## config.mk

```make
export PLATFORM = sky130hd
export DESIGN_NAME = perf_cnt_reader
export DESIGN_NICKNAME = d
export VERILOG_FILES = /design/src/rtl/perf_cnt_reader.sv
export SDC_FILE = /design/constraint.sdc
export NUM_CORES = 1
export LEC_CHECK = 0
export BUFFER_PORTS_ARGS = -buffer_cell sky130_fd_sc_hd__buf_2
export CAP_MARGIN = 25
export CORE_ASPECT_RATIO = 0.6
export CORE_MARGIN = 2
export CORE_UTILIZATION = 45
export DETAILED_ROUTE_END_ITERATION = 10
export REMOVE_ABC_BUFFERS = 1
export SYNTH_ARGS = -nofsm -noshare
export SYNTH_HDL_FRONTEND = slang
export SYNTH_SLANG_ARGS = --single-unit
```

## constraint.sdc

```tcl
create_clock -name clk -period 16.5 [get_ports clk]
set_clock_uncertainty 0.1 [all_clocks]
set_input_delay 3.3 -clock clk [delete_from_list [all_inputs] [get_ports clk]]
set_output_delay 3.3 -clock clk [all_outputs]
set_load 0.01 [all_outputs]
```

## src/rtl/perf_cnt_reader.sv

```systemverilog
// perf_cnt_reader: 32-bit request/valid read port onto free-running cache event counters.
// Reads are IDLE -> CALC -> RESP; a low-word read latches the upper half into shadow_hi so
// a following high-word read is atomic. clr rebases every counter through a baseline snapshot.
// Optional macro PERF_FREEZE_EN adds a freeze input that snapshots all counters coherently.
module perf_cnt_reader #(
    parameter int unsigned NUM_CNT = 4,
    parameter int unsigned CNT_W   = 64,
    parameter int unsigned IDX_W   = 3
) (
    input  logic                     clk,
    input  logic                     rst,
    input  logic [NUM_CNT*CNT_W-1:0] cnt_in,
    input  logic                     clr,
`ifdef PERF_FREEZE_EN
    input  logic                     freeze,
`endif
    input  logic                     rd_req,
    input  logic [IDX_W:0]           rd_addr,
    output logic                     rd_ready,
    output logic                     rd_valid,
    output logic [31:0]              rd_data,
    output logic                     rd_err
);

    localparam logic [1:0] StIdle = 2'd0;
    localparam logic [1:0] StCalc = 2'd1;
    localparam logic [1:0] StResp = 2'd2;

    logic [1:0]       state_q, state_d;
    logic [IDX_W:0]   addr_q, addr_d;
    logic [63:0]      delta_q, delta_d;
    logic [31:0]      shadow_hi_q, shadow_hi_d;
    logic [31:0]      rd_data_q, rd_data_d;
    logic             rd_err_q, rd_err_d;
    logic [CNT_W-1:0] base_q [NUM_CNT];
    logic [CNT_W-1:0] base_d [NUM_CNT];
    logic [CNT_W-1:0] src [NUM_CNT];
    logic [IDX_W-1:0] idx;
    logic             idx_ok;
    logic [CNT_W-1:0] sel_src, sel_base, diff;
    logic [31:0]      resp_data;

    assign idx    = addr_q[IDX_W:1];
    assign idx_ok = 32'(idx) < NUM_CNT;

`ifdef PERF_FREEZE_EN
    logic             freeze_q, freeze_d;
    logic             frz_rise;
    logic [CNT_W-1:0] frz_q [NUM_CNT];
    logic [CNT_W-1:0] frz_d [NUM_CNT];

    // Snapshot on the first freeze cycle; the frozen view already includes that capture.
    always_comb begin
        freeze_d = freeze;
        frz_rise = freeze & ~freeze_q;
        for (int unsigned i = 0; i < NUM_CNT; i++) begin
            frz_d[i] = frz_rise ? cnt_in[i*CNT_W +: CNT_W] : frz_q[i];
            src[i]   = freeze ? frz_d[i] : cnt_in[i*CNT_W +: CNT_W];
        end
    end

    // Freeze edge detector and snapshot registers.
    always_ff @(posedge clk or posedge rst) begin
        if (rst) begin
            freeze_q <= 1'b0;
            for (int unsigned i = 0; i < NUM_CNT; i++) frz_q[i] <= '0;
        end else begin
            freeze_q <= freeze_d;
            for (int unsigned i = 0; i < NUM_CNT; i++) frz_q[i] <= frz_d[i];
        end
    end
`else
    // Without freeze support every read sees the live counters.
    always_comb begin
        for (int unsigned i = 0; i < NUM_CNT; i++) src[i] = cnt_in[i*CNT_W +: CNT_W];
    end
`endif

    // Select the addressed counter and its baseline; diff wraps modulo 2^CNT_W.
    always_comb begin
        sel_src  = '0;
        sel_base = '0;
        for (int unsigned i = 0; i < NUM_CNT; i++) begin
            if (32'(idx) == i) begin
                sel_src  = src[i];
                sel_base = base_q[i];
            end
        end
        diff = sel_src - sel_base;
    end

    // Read FSM: latch address in IDLE, register the delta in CALC, respond in RESP.
    always_comb begin
        state_d = state_q;
        addr_d  = addr_q;
        delta_d = delta_q;
        unique case (state_q)
            StIdle: begin
                if (rd_req) begin
                    addr_d  = rd_addr;
                    state_d = StCalc;
                end
            end
            StCalc: begin
                delta_d = 64'(diff);
                state_d = StResp;
            end
            StResp:  state_d = StIdle;
            default: state_d = StIdle;
        endcase
    end

    // Response data, held outputs, shadow and baseline updates.
    always_comb begin
        rd_ready  = (state_q == StIdle);
        rd_valid  = (state_q == StResp);
        resp_data = !idx_ok ? 32'd0 : (addr_q[0] ? shadow_hi_q : delta_q[31:0]);
        rd_data   = rd_valid ? resp_data : rd_data_q;
        rd_err    = rd_valid ? !idx_ok : rd_err_q;
        rd_data_d = rd_data;
        rd_err_d  = rd_err;

        shadow_hi_d = shadow_hi_q;
        if (rd_valid && idx_ok && !addr_q[0]) shadow_hi_d = delta_q[63:32];
        // clr wins over a coincident low-word shadow update.
        if (clr) shadow_hi_d = 32'd0;

        for (int unsigned i = 0; i < NUM_CNT; i++) begin
            base_d[i] = clr ? src[i] : base_q[i];
        end
    end

    // State registers.
    always_ff @(posedge clk or posedge rst) begin
        if (rst) begin
            state_q     <= StIdle;
            addr_q      <= '0;
            delta_q     <= '0;
            shadow_hi_q <= '0;
            rd_data_q   <= '0;
            rd_err_q    <= 1'b0;
            for (int unsigned i = 0; i < NUM_CNT; i++) base_q[i] <= '0;
        end else begin
            state_q     <= state_d;
            addr_q      <= addr_d;
            delta_q     <= delta_d;
            shadow_hi_q <= shadow_hi_d;
            rd_data_q   <= rd_data_d;
            rd_err_q    <= rd_err_d;
            for (int unsigned i = 0; i < NUM_CNT; i++) base_q[i] <= base_d[i];
        end
    end

endmodule

```

==> flow_summary_export.csv, run 1 <==
group,metric,value,unit
routing,drt-total-wl,54890,µm
cts,holdBufCountCts,0,
power_and_ir_drop,p_comb_share,44.9,%
power_and_ir_drop,p_clk_share,24.0,%
yosys,syn_area,21950,µm²
worst_setup_path,crit_path_max_fanout,4,
timing,setup_violations,0,
yosys,yosysMostFrequentCell,"dfrtp_1",
power_and_ir_drop,power_leakage,11.17,nW
worst_setup_path,r2r-start,"addr_q[1]",
worst_hold_path,hold_path_depth,2,
global_route,grt_overflow_total,0,
worst_hold_path,min_to,"delta_q[44]",
power_and_ir_drop,p_sw,0.001567,W
yosys,post-synth-top-area-cell,"dfrtp_1",
floorplan,die_x,289.1,µm
yosys,synth_seq_cells,391,
global_route,grt_usage,22.16,%
routing,ant_nets,0,
cells_and_area,final_util,52.93,%
routing,wire_per_inst,20.17,µm
routing,drc,0,
timing,fin_tns_setup,0,ns
floorplan,ios,299,
worst_setup_path,timing.rr.end,"delta_q[55]",
outcome,status,"finished, final reports clean",
routing,viasPerCell,5.622,
timing,hold_viol_final,0,
place,pre_cts_slack,9.401,ns
worst_setup_path,critPathRequiredTime,16.79,ns
cts,numCtsBuffers,40,
worst_setup_path,end_kind,"flip-flop",
worst_setup_path,crit_chain,"buf_2, nor2b_1, a211oi_1, a211oi_1, inv_1, fa_1, nand2b_1, a21oi_1, o21ai_2, a21oi_1, o21ai_1, a2111oi_2, o21bai_1, a2111oi_2, mux2i_1, o311ai_0",
cells_and_area,seq_area,9797,µm²
worst_setup_path,start_kind,"input pin",
yosys,syn-mean-instance-area,12.12,µm²
worst_setup_path,rrSetupSlack,10.86,ns
worst_setup_path,critical_path.top_delay_family,"compound AO/OA/AOI/OAI gates",
cells_and_area,design_area,25410,µm²
routing,drtPass1Iterations,5,
worst_hold_path,min_path_type,"flip-flop to flip-flop",
cts,htreeDepth,2,
cells_and_area,fill_cells,4193,
cells_and_area,area_growth,15.80,%
cts,post_cts_buffers,0,
timing,rsz0062_at_grt,"false",
timing,min_period_over_period,39.70,%
place,place_congestion,0.8525,
routing,vias,15300,
cts,cts_root_buf,"clkbuf_16",
yosys,async_flop_share,100.0,%
global_route,antenna_found_initial,7,
cells_and_area,finalNonFillerCells,2721,
worst_setup_path,cp.arrival,6.84,ns
flow_run,cap_viol_max_count,0,
yosys,ys_top_cells_by_count,"dfrtp_1 (391), mux2_2 (262), nand2_1 (151), mux4_2 (125), o21ai_0 (119)",
yosys,seq_area_frac_synth,44.58,%
cts,cts.clk_slew.worst_paths,0.06,ns
floorplan,die_h,175.1,µm
worst_setup_path,worst-setup-path-type,"input pin to flip-flop",
cts,cts_tree,"yes",
yosys,synth_edf_count,0,
yosys,yosysTopAreaCellShare,44.58,%
yosys,synth_cell_types,67,
worst_setup_path,r2r_cells,13,
yosys,synthFlopType,"dfrtp_1",
yosys,postSynthCellCount,1811,
worst_setup_path,cp_num_buf_inv,2,
timing,worst_pin_slew,0.9452,ns
cells_and_area,nets,2376,
cts,post_cts_resized,0,
power_and_ir_drop,p_int,0.002500,W
routing,dr.first_iter.drc_count,817,
power_and_ir_drop,pwr-share-seq,31.1,%
place,postPlaceCellArea,23900,µm²
timing,setup_slack,9.949,ns
floorplan,core_area,48020,µm²
cells_and_area,drive_gt1_share,38.71,%
cts,cts.sinks,391,
worst_setup_path,cp_slowest_cell,"a2111oi_2",
floorplan,die_area,50610,µm²
power_and_ir_drop,p_per_area,160.0,nW/µm²
global_route,grt_pass1_wl,88700,µm
yosys,synth_area_leaders,"dfrtp_1 (45%), mux2_2 (13%), mux4_2 (13%)",
timing,fmax,152.6,MHz
place,numPortBuffers,298,
place,dp_hpwl,39970,µm
global_route,first_global_vias,15720,
worst_hold_path,min_from,"delta_q[44]",
power_and_ir_drop,p_sw_share,38.53,%
cts,clkLatencyLatePin,0.56,ns
timing,period_needed,6.551,ns
cts,clock_path_buffers,3,
timing,slew_headroom,36.99,%
global_route,grt_max_degree,113,
yosys,yosys_warnings,0,
place,place_inst,2642,
worst_setup_path,crit_path_max_incr_delay,0.41,ns
floorplan,start_util,45.70,%
power_and_ir_drop,irDropWorstVdd,80.18,µV
cells_and_area,multiInputGateArea,11590,µm²
floorplan,num_rows,62,
timing,maxSlewViolCount,0,
## worst max-delay path by stage
stage	from	to	slack (ns)	cells after the start
finish	cnt_in[1]	delta_q[48]	9.95	16
global route	cnt_in[1]	delta_q[48]	9.59	16
floorplan	rst	addr_q[0]	2.23	1
CTS	cnt_in[1]	delta_q[48]	9.96	16
detailed placement	cnt_in[1]	delta_q[48]	9.40	16
global placement	cnt_in[1]	delta_q[48]	9.47	16
## registers in the layout, summed over array words and instances (netlist names)
name and flops:
base_q 256, addr_q 4, rd_data_q 32, delta_q 64, state_q 2, shadow_hi_q 32, rd_err_q 1
## stage by stage
| step | hold slack [ns] | total power (W) |
|---|---|---|
| floorplan | 0.3380 | 0.002602 |
| global route | 0.3868 | 0.004351 |
| detailed placement | 0.3611 | 0.003099 |
| CTS | 0.3703 | 0.004095 |
| finish | 0.3666 | 0.004067 |
| global placement | 0.3543 | 0.003083 |
## tightest hold or removal path: stages, from the launching register on
cell     delay [ns]
dfrtp_1        0.34
nand2_1        0.05
nand2_1        0.05
## layout make-up
type / count / share of cell area, %
Timing Repair Buffer: 319 / 6.784
Sequential cell: 391 / 38.55
Clock buffer: 57 / 4.790
Inverter: 21 / 0.3397
Multi-Input combinational cell: 1275 / 45.61
Tap cell: 640 / 3.151
Clock inverter: 14 / 0.7385
Antenna cell: 4 / 0.03939
## power groups by stage
stage               sequential [W]  clock, W  combinational (W)
floorplan                  0.00128         0            0.00132
global placement           0.00129         0            0.00180
detailed placement         0.00129         0            0.00181
CTS                        0.00128   0.00100            0.00182
global route               0.00129   0.00104            0.00202
finish                     0.00126  0.000976            0.00183
## placed cells by master (no fill, tap or decap), types with 7 or more instances in the layout
cell and n:
dfrtp_1 387, buf_2 297, mux2_2 262, nand2_1 151, mux4_2 125, o21ai_0 119
a21oi_1 75, nor2b_1 70, nand2b_1 69, ha_1 63, clkbuf_16 42, xnor2_1 37
nor2_1 36, mux2i_1 35, a22o_1 32, xor2_1 24, a21o_1 23, inv_1 20
nand4_1 20, buf_4 17, nand3_1 15, o21bai_1 12, nor3_1 11, clkbuf_8 11
and2_1 9, a211oi_1 9, clkinv_2 7
## kinds of logic (layout without fill, tap and decap cells)
kind of cell / Yosys count / in the layout / share of synthesized area, %
and+or+nand+nor: 399 / 399 / 9.133
xor gates and xnor gates: 61 / 61 / 2.434
adders and majority gates: 64 / 64 / 3.683
muxes: 422 / 422 / 27.87
buffers and inverters: 145 / 411 / 2.674
DFF: 391 / 391 / 44.58
AOI/OAI and AO/OA: 329 / 329 / 9.624
other: 0 / 4 / 0
## metal layers
| metal | vias up | routed length [µm] | share of wire [%] | GRT usage (%) |
|---|---|---|---|---|
| met4 | 4 | 929 | 1.7 | 4.575 |
| met5 | - | 27 | 0.049 | 0 |
| li1 | 7144 | - | - | - |
| met1 | 7739 | 27450 | 50 | 34.74 |
| met3 | 65 | 2887 | 5.3 | 3.982 |
| met2 | 345 | 23600 | 43 | 31.97 |
Note: power is estimated with default switching activity, not from simulation.
==> run 2, diff against run 1 <==
- ABC_AREA: unset -> 1
- clock period: 16.5 -> 6.6 ns (I/O delays scaled with it)
==> run 2 against run 1 <==
Against the previous run:
- non-clock buffer count is 4 higher
- synthesized cell count rose by 90%
- critical endpoint is now delta_q[29]
- cell count rose by 61%
==> flow_summary_export.csv, run 2 <==
group,metric,value,unit
flow_run,cap_viol_max_count,0,
global_route,grt_max_degree,154,
routing,drtPass1Iterations,6,
cells_and_area,mostFrequentLayoutCells,"nand2_1 (1337), inv_1 (516), dfrtp_1 (391), o21ai_0 (304), buf_2 (297)",
timing,period_needed,4.509,ns
timing,fmax,221.8,MHz
timing,fin_tns_setup,0,ns
cts,cts.clk_slew.worst_paths,0.06,ns
floorplan,die_h,181.8,µm
cells_and_area,multiInputGateArea,11240,µm²
yosys,synth_cell_types,43,
worst_setup_path,end_kind,"flip-flop",
yosys,synthFlopType,"dfrtp_1",
cts,post_cts_resized,0,
cells_and_area,seq_area,9784,µm²
power_and_ir_drop,power_leakage,14.71,nW
global_route,grt_overflow_total,0,
worst_setup_path,cp.arrival,4.82,ns
worst_setup_path,crit_path_max_fanout,32,
yosys,syn-mean-instance-area,6.905,µm²
routing,viasPerCell,5.318,
routing,dr.first_iter.drc_count,2382,
cells_and_area,top_regs,"base_q (256), delta_q (64)",
place,place_congestion,0.9677,
timing,setup_slack,2.091,ns
floorplan,ios,299,
outcome,status,"finished, final reports clean",
cells_and_area,nets,3977,
cells_and_area,diodes,0,
timing,setup_violations,0,
place,place_inst,4308,
yosys,synth_area_leaders,"dfrtp_1 (41%), nand2_1 (21%), inv_1 (8.2%)",
global_route,first_global_vias,21660,
place,dp_hpwl,62580,µm
timing,rsz0062_at_grt,"false",
worst_setup_path,critPathRequiredTime,6.92,ns
worst_hold_path,min_to,"base_q[58]",
cts,numCtsBuffers,42,
worst_setup_path,worst-setup-path-type,"flip-flop to flip-flop",
yosys,ys_top_cells_by_count,"nand2_1 (1338), inv_1 (518), dfrtp_1 (391), o21ai_0 (304), nor2_1 (148)",
cells_and_area,regMostFlops,"base_q",
worst_hold_path,min_path_type,"flip-flop to flip-flop",
routing,wire_per_inst,19.35,µm
worst_setup_path,start_kind,"flip-flop",
yosys,postSynthCellCount,3434,
cells_and_area,final_common_cell,"nand2_1",
yosys,syn_area,23710,µm²
cells_and_area,largest_reg_flops,256,
global_route,grt_usage,30.78,%
place,numPortBuffers,298,
cells_and_area,area_growth,14.33,%
timing,maxSlewViolCount,0,
global_route,grt_pass1_wl,129400,µm
floorplan,die_area,54600,µm²
cts,cts_root_buf,"clkbuf_16",
worst_setup_path,r2r-start,"addr_q[2]",
worst_setup_path,timing.rr.end,"delta_q[29]",
routing,drc,0,
floorplan,start_util,45.34,%
cts,htreeDepth,2,
worst_hold_path,hold_path_depth,2,
routing,ant_nets,0,
cts,post_cts_buffers,0,
floorplan,die_x,300.3,µm
yosys,post-synth-top-area-cell,"dfrtp_1",
power_and_ir_drop,p_per_area,470.8,nW/µm²
yosys,seq_area_frac_synth,41.26,%
cts,clkLatencyLatePin,0.58,ns
cts,cts_tree,"yes",
power_and_ir_drop,irDropWorstVdd,245.5,µV
global_route,antenna_found_initial,1,
yosys,synth_seq_cells,391,
yosys,yosysMostFrequentCell,"nand2_1",
cells_and_area,finalNonFillerCells,4382,
routing,vias,23310,
timing,min_period_over_period,68.32,%
timing,hold_viol_final,0,
timing,worst_pin_slew,0.9855,ns
yosys,async_flop_share,100.0,%
routing,drt-total-wl,84790,µm
floorplan,num_rows,65,
cells_and_area,drive_gt1_share,12.80,%
place,pre_cts_slack,2.211,ns
yosys,yosys_warnings,0,
cts,cts.sinks,391,
floorplan,core_area,52290,µm²
worst_hold_path,min_from,"base_q[58]",
worst_setup_path,r2r_cells,16,
cells_and_area,fill_cells,5244,
worst_setup_path,rrSetupSlack,2.09,ns
cts,clock_path_buffers,3,
yosys,yosysTopAreaCellShare,41.26,%
yosys,synth_edf_count,0,
cts,holdBufCountCts,0,
timing,slew_headroom,34.30,%
[run 2: power breakdown]
group / internal (W) / switching [W]
logic: 0.00207 / 0.00510
registers: 0.00288 / 0.000254
clock network: 0.00139 / 0.00107
total: 0.00633 / 0.00643
[run 2: worst max-delay path: stages, from the launching register on]
cell	delay, ns
dfrtp_1	0.42
inv_2	0.43
nand2_4	0.41
buf_4	0.41
o22ai_1	0.25
a221oi_1	0.08
ha_1	0.47
nand2_2	0.15
inv_1	0.05
nand2_1	0.06
nand2_1	0.07
inv_1	0.06
nand2_1	0.23
a21oi_1	0.24
nand2_2	0.17
xnor2_1	0.60
o21ai_1	0.10
[run 2: final cells by class]
class | instances | share of cell area (%)
clock inverter | 18 | 0.8308
tap | 703 | 3.245
multi-input combinational | 2356 | 41.45
inverter | 535 | 7.449
timing repair buffer | 323 | 6.600
clock buffer | 56 | 4.329
sequential | 391 | 36.09
[run 2: worst max-delay path by stage]
stage / from / endpoint / slack, ns / cells past startpoint
6_report: addr_q[2] / delta_q[29] / 2.09 / 16
2_1_floorplan: rst / addr_q[0] / -5.69 / 1
3_3_place_gp: addr_q[2] / delta_q[29] / 2.25 / 16
5_1_grt: addr_q[2] / delta_q[29] / 1.87 / 16
4_1_cts: addr_q[2] / delta_q[29] / 2.19 / 16
3_5_place_dp: addr_q[2] / delta_q[29] / 2.21 / 16
[run 2: cell families after synthesis]
kind of cell	count (synthesis)	synth area share (%)
simple gates	1691	28.57
buf+inv	687	11.51
compound gates	579	14.44
flops	391	41.26
fa+ha+maj	64	3.409
xor+xnor	22	0.8126
[run 2: per-layer routing]
layer	up-vias	part of all wire (%)	wire, µm	GRT usage [%]
li1	11240	-	-	-
met1	11070	50	42500	50.00
met2	915	39	32740	40.81
met3	85	10	8447	7.645
met4	0	1.3	1109	4.620
met5	-	0	0	0
[run 2: per-stage QoR]
| step | utilization, % | hold slack [ns] | cell area, µm² | total power (W) |
|---|---|---|---|---|
| 6_report | 51.84 | 0.3704 | 27110 | 0.01276 |
| 5_1_grt | 51.84 | 0.3930 | 27110 | 0.01365 |
| 4_1_cts | 51.84 | 0.3733 | 27110 | 0.01261 |
| 3_5_place_dp | 49.16 | 0.3586 | 25710 | 0.01012 |
| 3_3_place_gp | 49.16 | 0.3530 | 25710 | 0.01013 |
| 2_1_floorplan | - | 0.3419 | 22990 | 0.007479 |
